## config.mk

```make
export PLATFORM = sky130hd
export DESIGN_NAME = sr_bank_sync
export DESIGN_NICKNAME = d
export VERILOG_FILES = /design/src/rtl/sr_bank_pkg.sv /design/src/rtl/sr_cell.sv /design/src/rtl/sr_bank_sync.sv
export SDC_FILE = /design/constraint.sdc
export NUM_CORES = 1
export LEC_CHECK = 0
export ABC_AREA = 1
export CORE_MARGIN = 2
export CORE_UTILIZATION = 31
export DETAILED_ROUTE_END_ITERATION = 8
export REMOVE_ABC_BUFFERS = 1
export SLEW_MARGIN = 20
export SYNTH_ARGS = -nofsm -noshare
export SYNTH_HDL_FRONTEND = slang
export SYNTH_SLANG_ARGS = --single-unit
```

## constraint.sdc

```tcl
create_clock -name clk -period 2 [get_ports clk]
set_clock_uncertainty 0.15 [all_clocks]
set_input_delay 0.3 -clock clk [delete_from_list [all_inputs] [get_ports clk]]
set_output_delay 0.3 -clock clk [all_outputs]
set_load 0.03 [all_outputs]
```

## src/rtl/sr_bank_pkg.sv

```systemverilog
// Shared definitions for the synchronous set/reset bank: S=R=1 resolution modes
// and the per-channel next-state rule.
package sr_bank_pkg;

   localparam int unsigned SR_SET_DOM = 0;
   localparam int unsigned SR_RST_DOM = 1;
   localparam int unsigned SR_TOGGLE  = 2;
   localparam int unsigned SR_HOLD    = 3;

   function automatic logic sr_next_q(input logic s, input logic r, input logic q,
                                      input int unsigned mode);
      logic nq;
      nq = q;
      case ({s, r})
         2'b10: nq = 1'b1;
         2'b01: nq = 1'b0;
         2'b11: begin
            case (mode)
               SR_SET_DOM: nq = 1'b1;
               SR_RST_DOM: nq = 1'b0;
               SR_TOGGLE:  nq = ~q;
               default:    nq = q;
            endcase
         end
         default: nq = q;
      endcase
      return nq;
   endfunction

endpackage

```

## src/rtl/sr_cell.sv

```systemverilog
// One storage channel: registered q plus its sticky S=R=1 conflict flag.
module sr_cell
   import sr_bank_pkg::*;
#(
   parameter int unsigned MODE = SR_SET_DOM,
   parameter logic        INIT = 1'b0
) (
   input  logic clk,
   input  logic rst,
   input  logic en,
   input  logic s,
   input  logic r,
   input  logic clr_flag,
   output logic q,
   output logic conflict,
   output logic conflict_ev
);

   logic q_q, q_d;
   logic flag_q, flag_d;

   assign conflict_ev = en & s & r;

   always_comb begin
      q_d    = en ? sr_next_q(s, r, q_q, MODE) : q_q;
      flag_d = flag_q;
      if (clr_flag)    flag_d = 1'b0;
      // a fresh conflict outranks a simultaneous clear
      if (conflict_ev) flag_d = 1'b1;
   end

   always_ff @(posedge clk) begin
      if (rst) begin
         q_q    <= INIT;
         flag_q <= 1'b0;
      end else begin
         q_q    <= q_d;
         flag_q <= flag_d;
      end
   end

   assign q        = q_q;
   assign conflict = flag_q;

endmodule

```

## src/rtl/sr_bank_sync.sv

```systemverilog
// Bank of N synchronous set/reset cells with sticky conflict flags and a
// saturating count of cycles on which any channel saw S=R=1.
module sr_bank_sync
   import sr_bank_pkg::*;
#(
   parameter int unsigned     N     = 8,
   parameter int unsigned     MODE  = SR_SET_DOM,
   parameter int unsigned     CNT_W = 8,
   parameter logic [N-1:0]    INIT  = '0
) (
   input  logic             clk,
   input  logic             rst,
   input  logic             en,
   input  logic [N-1:0]     s,
   input  logic [N-1:0]     r,
   input  logic             clr_flag,
   output logic [N-1:0]     q,
   output logic [N-1:0]     qbar,
   output logic [N-1:0]     conflict,
   output logic [CNT_W-1:0] conflict_cnt
);

   if (MODE > SR_HOLD) begin : g_bad_mode
      $error("sr_bank_sync: MODE must be 0..3");
   end

   logic [N-1:0]     ev;
   logic             any_ev;
   logic [CNT_W-1:0] cnt_q, cnt_d;

   for (genvar i = 0; i < N; i++) begin : g_cell
      sr_cell #(
         .MODE (MODE),
         .INIT (INIT[i])
      ) u_cell (
         .clk         (clk),
         .rst         (rst),
         .en          (en),
         .s           (s[i]),
         .r           (r[i]),
         .clr_flag    (clr_flag),
         .q           (q[i]),
         .conflict    (conflict[i]),
         .conflict_ev (ev[i])
      );
   end

   assign any_ev = |ev;

   always_comb begin
      cnt_d = cnt_q;
      if (any_ev) begin
         if (clr_flag)          cnt_d = CNT_W'(1);
         else if (cnt_q != '1)  cnt_d = cnt_q + CNT_W'(1);
      end else if (clr_flag) begin
         cnt_d = '0;
      end
   end

   always_ff @(posedge clk) begin
      if (rst) cnt_q <= '0;
      else     cnt_q <= cnt_d;
   end

   assign conflict_cnt = cnt_q;
   assign qbar         = ~q;

endmodule

```

; ---- Word level (Yosys, flattened, before mapping)
; Cells that the tools add are included.
[word_totals]
output_inout_bits = 32
register_bits = 24
wordCells = 117
input_bits = 20
[op_classes]
muxes = 21
n_eq_ne = 25
bitwise = 17
reduce_logical = 36
n_addsub = 1
[ops]
columns = cell, n
row1 = nonzero test 2 bit, 18
row2 = "== test 2 bit, second input constant", 16
row3 = 2-to-1 mux 8 bit, 4
row4 = AND reduction 2 bit, 9
row5 = AND 1 bit, 16
row6 = "== test 2 x 1 -> 1 bit, second input constant", 8
row7 = case mux 1 bit (2 select lines), 8
row8 = OR reduction 2 bit, 8
row9 = 2-to-1 mux 1 bit, 9
row10 = "adder 8 x 1 -> 8 bit, second input constant", 1
row11 = "!= test 8 bit, second input constant", 1
row12 = inverter 8 bit, 1
row13 = OR reduction 8 bit, 1

; ---- Depth between registers and ports, before layout
; Gate-level depths: netlist of the first run.
[depth]
word_depth = 5
mapped_depth = 9
ltp_nobuf = 8

; ---- Cells and area by module
; From an unflattened synthesis of the first run, not the netlist that was laid out.
[unflattened]
hier_cells = 196
hier_area_um2 = 1318.8
[modules_own_cells]
columns = mod, area_per_inst_um2, instances, cells_per_inst, seq_area_each_um2
row1 = sr_cell, 86.3, 8, 11, 40.0
row2 = sr_bank_sync, 628.1, 1, 108, 160.2

; ---- Worst setup path after synthesis of the first run
; Ideal clock, no wire load.
[synth_path]
path_type = reg2reg
from = register cnt_q[0] (netlist: conflict_cnt[0])
to = register cnt_q[0] (netlist: conflict_cnt[0])
path_slack_ns = 0.261
n_path_buf = 0
path_stages_with_launch = 7
arrival_time_ns = 1.457
setup_time_ns = 0.132
required_ns = 1.718
synth_period_minus_slack_ns = 1.739
cell_sequence = dfxtp_1 ha_1 nand2_1 nor2_2 nand3_2 o211ai_1 a21oi_1
[synth_via]
elab_chain_cells = 4
word_cells_on_any_way = 7
cone_classes = add/sub: 1 / eq/ne: 1 / mux: 3 / reduce/logical: 2
[synth_lines]
columns = item, line_no
row1 = start: declaration, sr_bank_sync.sv:29  ; logic [CNT_W-1:0] cnt_q, cnt_d;
row2 = start signal: assignment, sr_bank_sync.sv:62  ; else cnt_q <= cnt_d;
row3 = adder 8 x 1 -> 8 bit, sr_bank_sync.sv:54  ; else if (cnt_q != '1) cnt_d = cnt_q + CNT_W'(1);
row4 = 2-to-1 mux 8 bit, sr_bank_sync.sv:54
row5 = 2-to-1 mux 8 bit, sr_bank_sync.sv:53  ; if (clr_flag) cnt_d = CNT_W'(1);
row6 = 2-to-1 mux 8 bit, sr_bank_sync.sv:52  ; if (any_ev) begin
; Parallel ways exist; a longest one is shown, timed or not. The select of a mux whose other input is x is not followed.
; A chain may end at the register's enable or synchronous reset.

; ---- Final worst setup path of the first run
[layout_path]
from = register cnt_q[5] (netlist: conflict_cnt[5])
to = output port conflict_cnt[5]
[layout_lines]
columns = item, line_no
row1 = end: declaration, sr_bank_sync.sv:20  ; output logic [CNT_W-1:0] conflict_cnt
; No word-level cell between the ends.

==> results of run 1 <==
cell type report:
| class | count | area, um2 |
|---|---|---|
| multi-input cells | 123 | 587 |
| repair buffers | 54 | 546 |
| clock buffers | 3 | 41.3 |
| well taps | 50 | 62.6 |
| fillers | 414 | 2210 |
| inverters | 19 | 71.3 |
| flip-flops and latches | 24 | 480 |
logic make-up (layout without fill, tap and decap cells):
logic type                 Yosys count  in the layout  share of synthesized area
AOI/OAI and AO/OA                   24             24                     0.0956
adders and majority gates            1              1                    0.00975
buffers and inverters               39             76                      0.168
DFF                                 24             24                      0.375
and+or+nand+nor                     98             98                      0.352
cells in the mapped netlist:
cell type  count  area [um2]
nand2_1       56         210
dfxtp_1       24         480
inv_1         18        67.6
buf_4         16         120
nand3_1       16        80.1
a21oi_1       14        70.1
nor2_1        10        37.5
o21ai_0        9        45.0
nand3_2        4        40.0
nand4_1        3        18.8
nor2_2         3        18.8
clkbuf_1       2        7.51
nand2_2        2        12.5
nand2_4        2        22.5
buf_2          1        5.00
buf_6          1        11.3
ha_1           1        12.5
inv_2          1        3.75
nor3_1         1        5.00
o211ai_1       1        7.51
or2_2          1        6.26
state kept, by name (all words and copies together) (netlist names):
signal                  flops
g_cell.u_cell.conflict      8
g_cell.u_cell.q             8
conflict_cnt                8
worst paths after layout:
kind              depth (start not counted)                              startpoint                                endpoint  slack [ns]
hold / removal                            2  g_cell[0].u_cell.conflict$_SDFFE_PP0P_  g_cell[0].u_cell.conflict$_SDFFE_PP0P_        0.31
setup / recovery                          1            conflict_cnt[5]$_SDFFE_PP0P_                         conflict_cnt[5]        0.14
hold reg to reg                           2  g_cell[0].u_cell.conflict$_SDFFE_PP0P_  g_cell[0].u_cell.conflict$_SDFFE_PP0P_        0.31
setup reg to reg                          6            conflict_cnt[0]$_SDFFE_PP0P_            conflict_cnt[0]$_SDFFE_PP0P_        0.35
routing by layer:
metal | part of all wire | GRT usage
met5 | 0 | 0
met3 | 0.093 | 0.0576
met1 | 0.47 | 0.169
met4 | 0.0096 | 0.0375
met2 | 0.42 | 0.216
tightest hold or removal path: stages, from the launching register on:
cell and delay, ns:
dfxtp_1 0.33, nand2_1 0.05, o21ai_0 0.05
where the power goes:
part	internal, uW	switching, uW
clock	135	149
combinational	123	151
sequential	500	17.8
total	757	318
metrics by stage:
stage	util	hold WS [ns]	setup WS [ns]	area, um2	instances
3_3_place_gp	0.437	0.290	0.105	1750	270
2_1_floorplan	-	0.219	0.273	1140	166
6_report	0.447	0.311	0.140	1790	273
3_5_place_dp	0.437	0.296	0.110	1750	270
5_1_grt	0.447	0.335	0.0677	1790	273
4_1_cts	0.447	0.316	0.143	1790	273
==> summary.txt, run 1 <==
Run status
  • Status: completed

Setup path
  • CP Cell Sequence: clkdlybuf4s50_1
  • Crit end category: output port
  • CP arrival: ~1.4 ns
  • Crit path max fanout: 6
  • CP top delay family: buffers and inverters
  • WP data required: roughly 1.6 ns
  • Critical Path Start Type: flip-flop
  • Worst path slowest cell: clkdlybuf4s50_1
  • Crit path kind: reg2out
  • Buf+Inv Stages, Crit Path: 1
  • Largest stage delay, worst path: ~0.71 ns

Global routing
  • Antenna violations before repair: 0
  • Total Routing Usage GR: 0.136
  • GRT Residual Overflow: 0
  • Vias in the first global route: about 1100
  • Global-route wire length before repair: slightly below 5000 um
  • Largest net degree at the start of global routing: 25

Final layout
  • P&R area growth vs syn: 39.4%
  • Layout net count: roughly 250
  • Commonest non-fill, non-tap cell in the layout: nand2_1
  • Share of cells above drive strength 1: 0.0852
  • Highest-count cells in the layout ignoring fill and taps: nand2_1 (56), clkdlybuf4s50_1 (51), dfxtp_1 (24)
  • Diodes inserted: 0

Clocking
  • H-Tree Depth: 1
  • CTS Buffer Depth: 2
  • Setup Fix Bufs, Post-CTS: 0
  • Clock transition at path regs: ~0.08 ns
  • Worst skew pair latency: between 0.2 and 0.3 ns
  • Sink Count: 24
  • Resize count post-CTS: 0
  • Hold Buf Count CTS: 0
  • CTS tree: built
  • CTS buffer count: 3
  • CTS Root Cell: clkbuf_8

Synthesis
  • Register area share after synthesis: 0.375
  • Post-Syn Instances: 186
  • Synth Area per Inst: roughly 6.9 um2
  • Mapped Area: around 1300 um2
  • Syn. warnings: 0
  • Post-synthesis register bit count: 24
  • Synth cell types: 21

Timing
  • Final Setup Violations: 0
  • Worst-Margin Slew: 0.353 ns
  • Min Tclk post-route: 1.86 ns
  • Max Slew Vio Count: 0
  • Final Hold Fails: 0
  • Total negative slack: 0 ns
  • Final critical-path share of the clock period: 0.930
  • Achievable frequency: approximately 540 MHz
  • Relative slew slack: 0.764
  • RSZ-0062 raised after global routing: false

Place
  • Post-DP HPWL: ~2200 um
  • # port buffers: a little over 50
  • Gpl congestion: about 0.85

Power and ir drop
  • PD cells: ~600 nW/um2
  • LEAKAGE: 0.000702 uW
  • Tot Pwr: around 1100 uW
  • Max IR drop VDD: 0.258 mV

Floorplanning
  • Core Footprint: 4000 um2
  • Initial core utilization: 0.321
  • Die area: between 4000 and 5000 um2
  • Die Span Y: 68.3 um
  • IO Pins: 52
  • Standard-cell rows: 23
  • DIE WIDTH: around 68 um

Detailed routing
  • Final WL: 2810 um
  • Routed wire per std cell: about 10 um
  • Post-route ant nets: 0
  • Routed vias: between 1000 and 1500
  • DR iter-0 viols: ~130
  • Drt drc: 0
  • First-pass DRT Iterations: 4
  • Via density: 4.52

Worst hold path
  • Min-Delay Path Class: reg2reg

Run
  • Max cap viols: 0
(Power assumes the default switching activity.)
==> inputs of run 2 (changes only) <==
Settings changed: SKIP_CTS_REPAIR_TIMING set to 1.
==> results of run 2 <==
Final layout, timing and power as in run 1 (identical DEF).
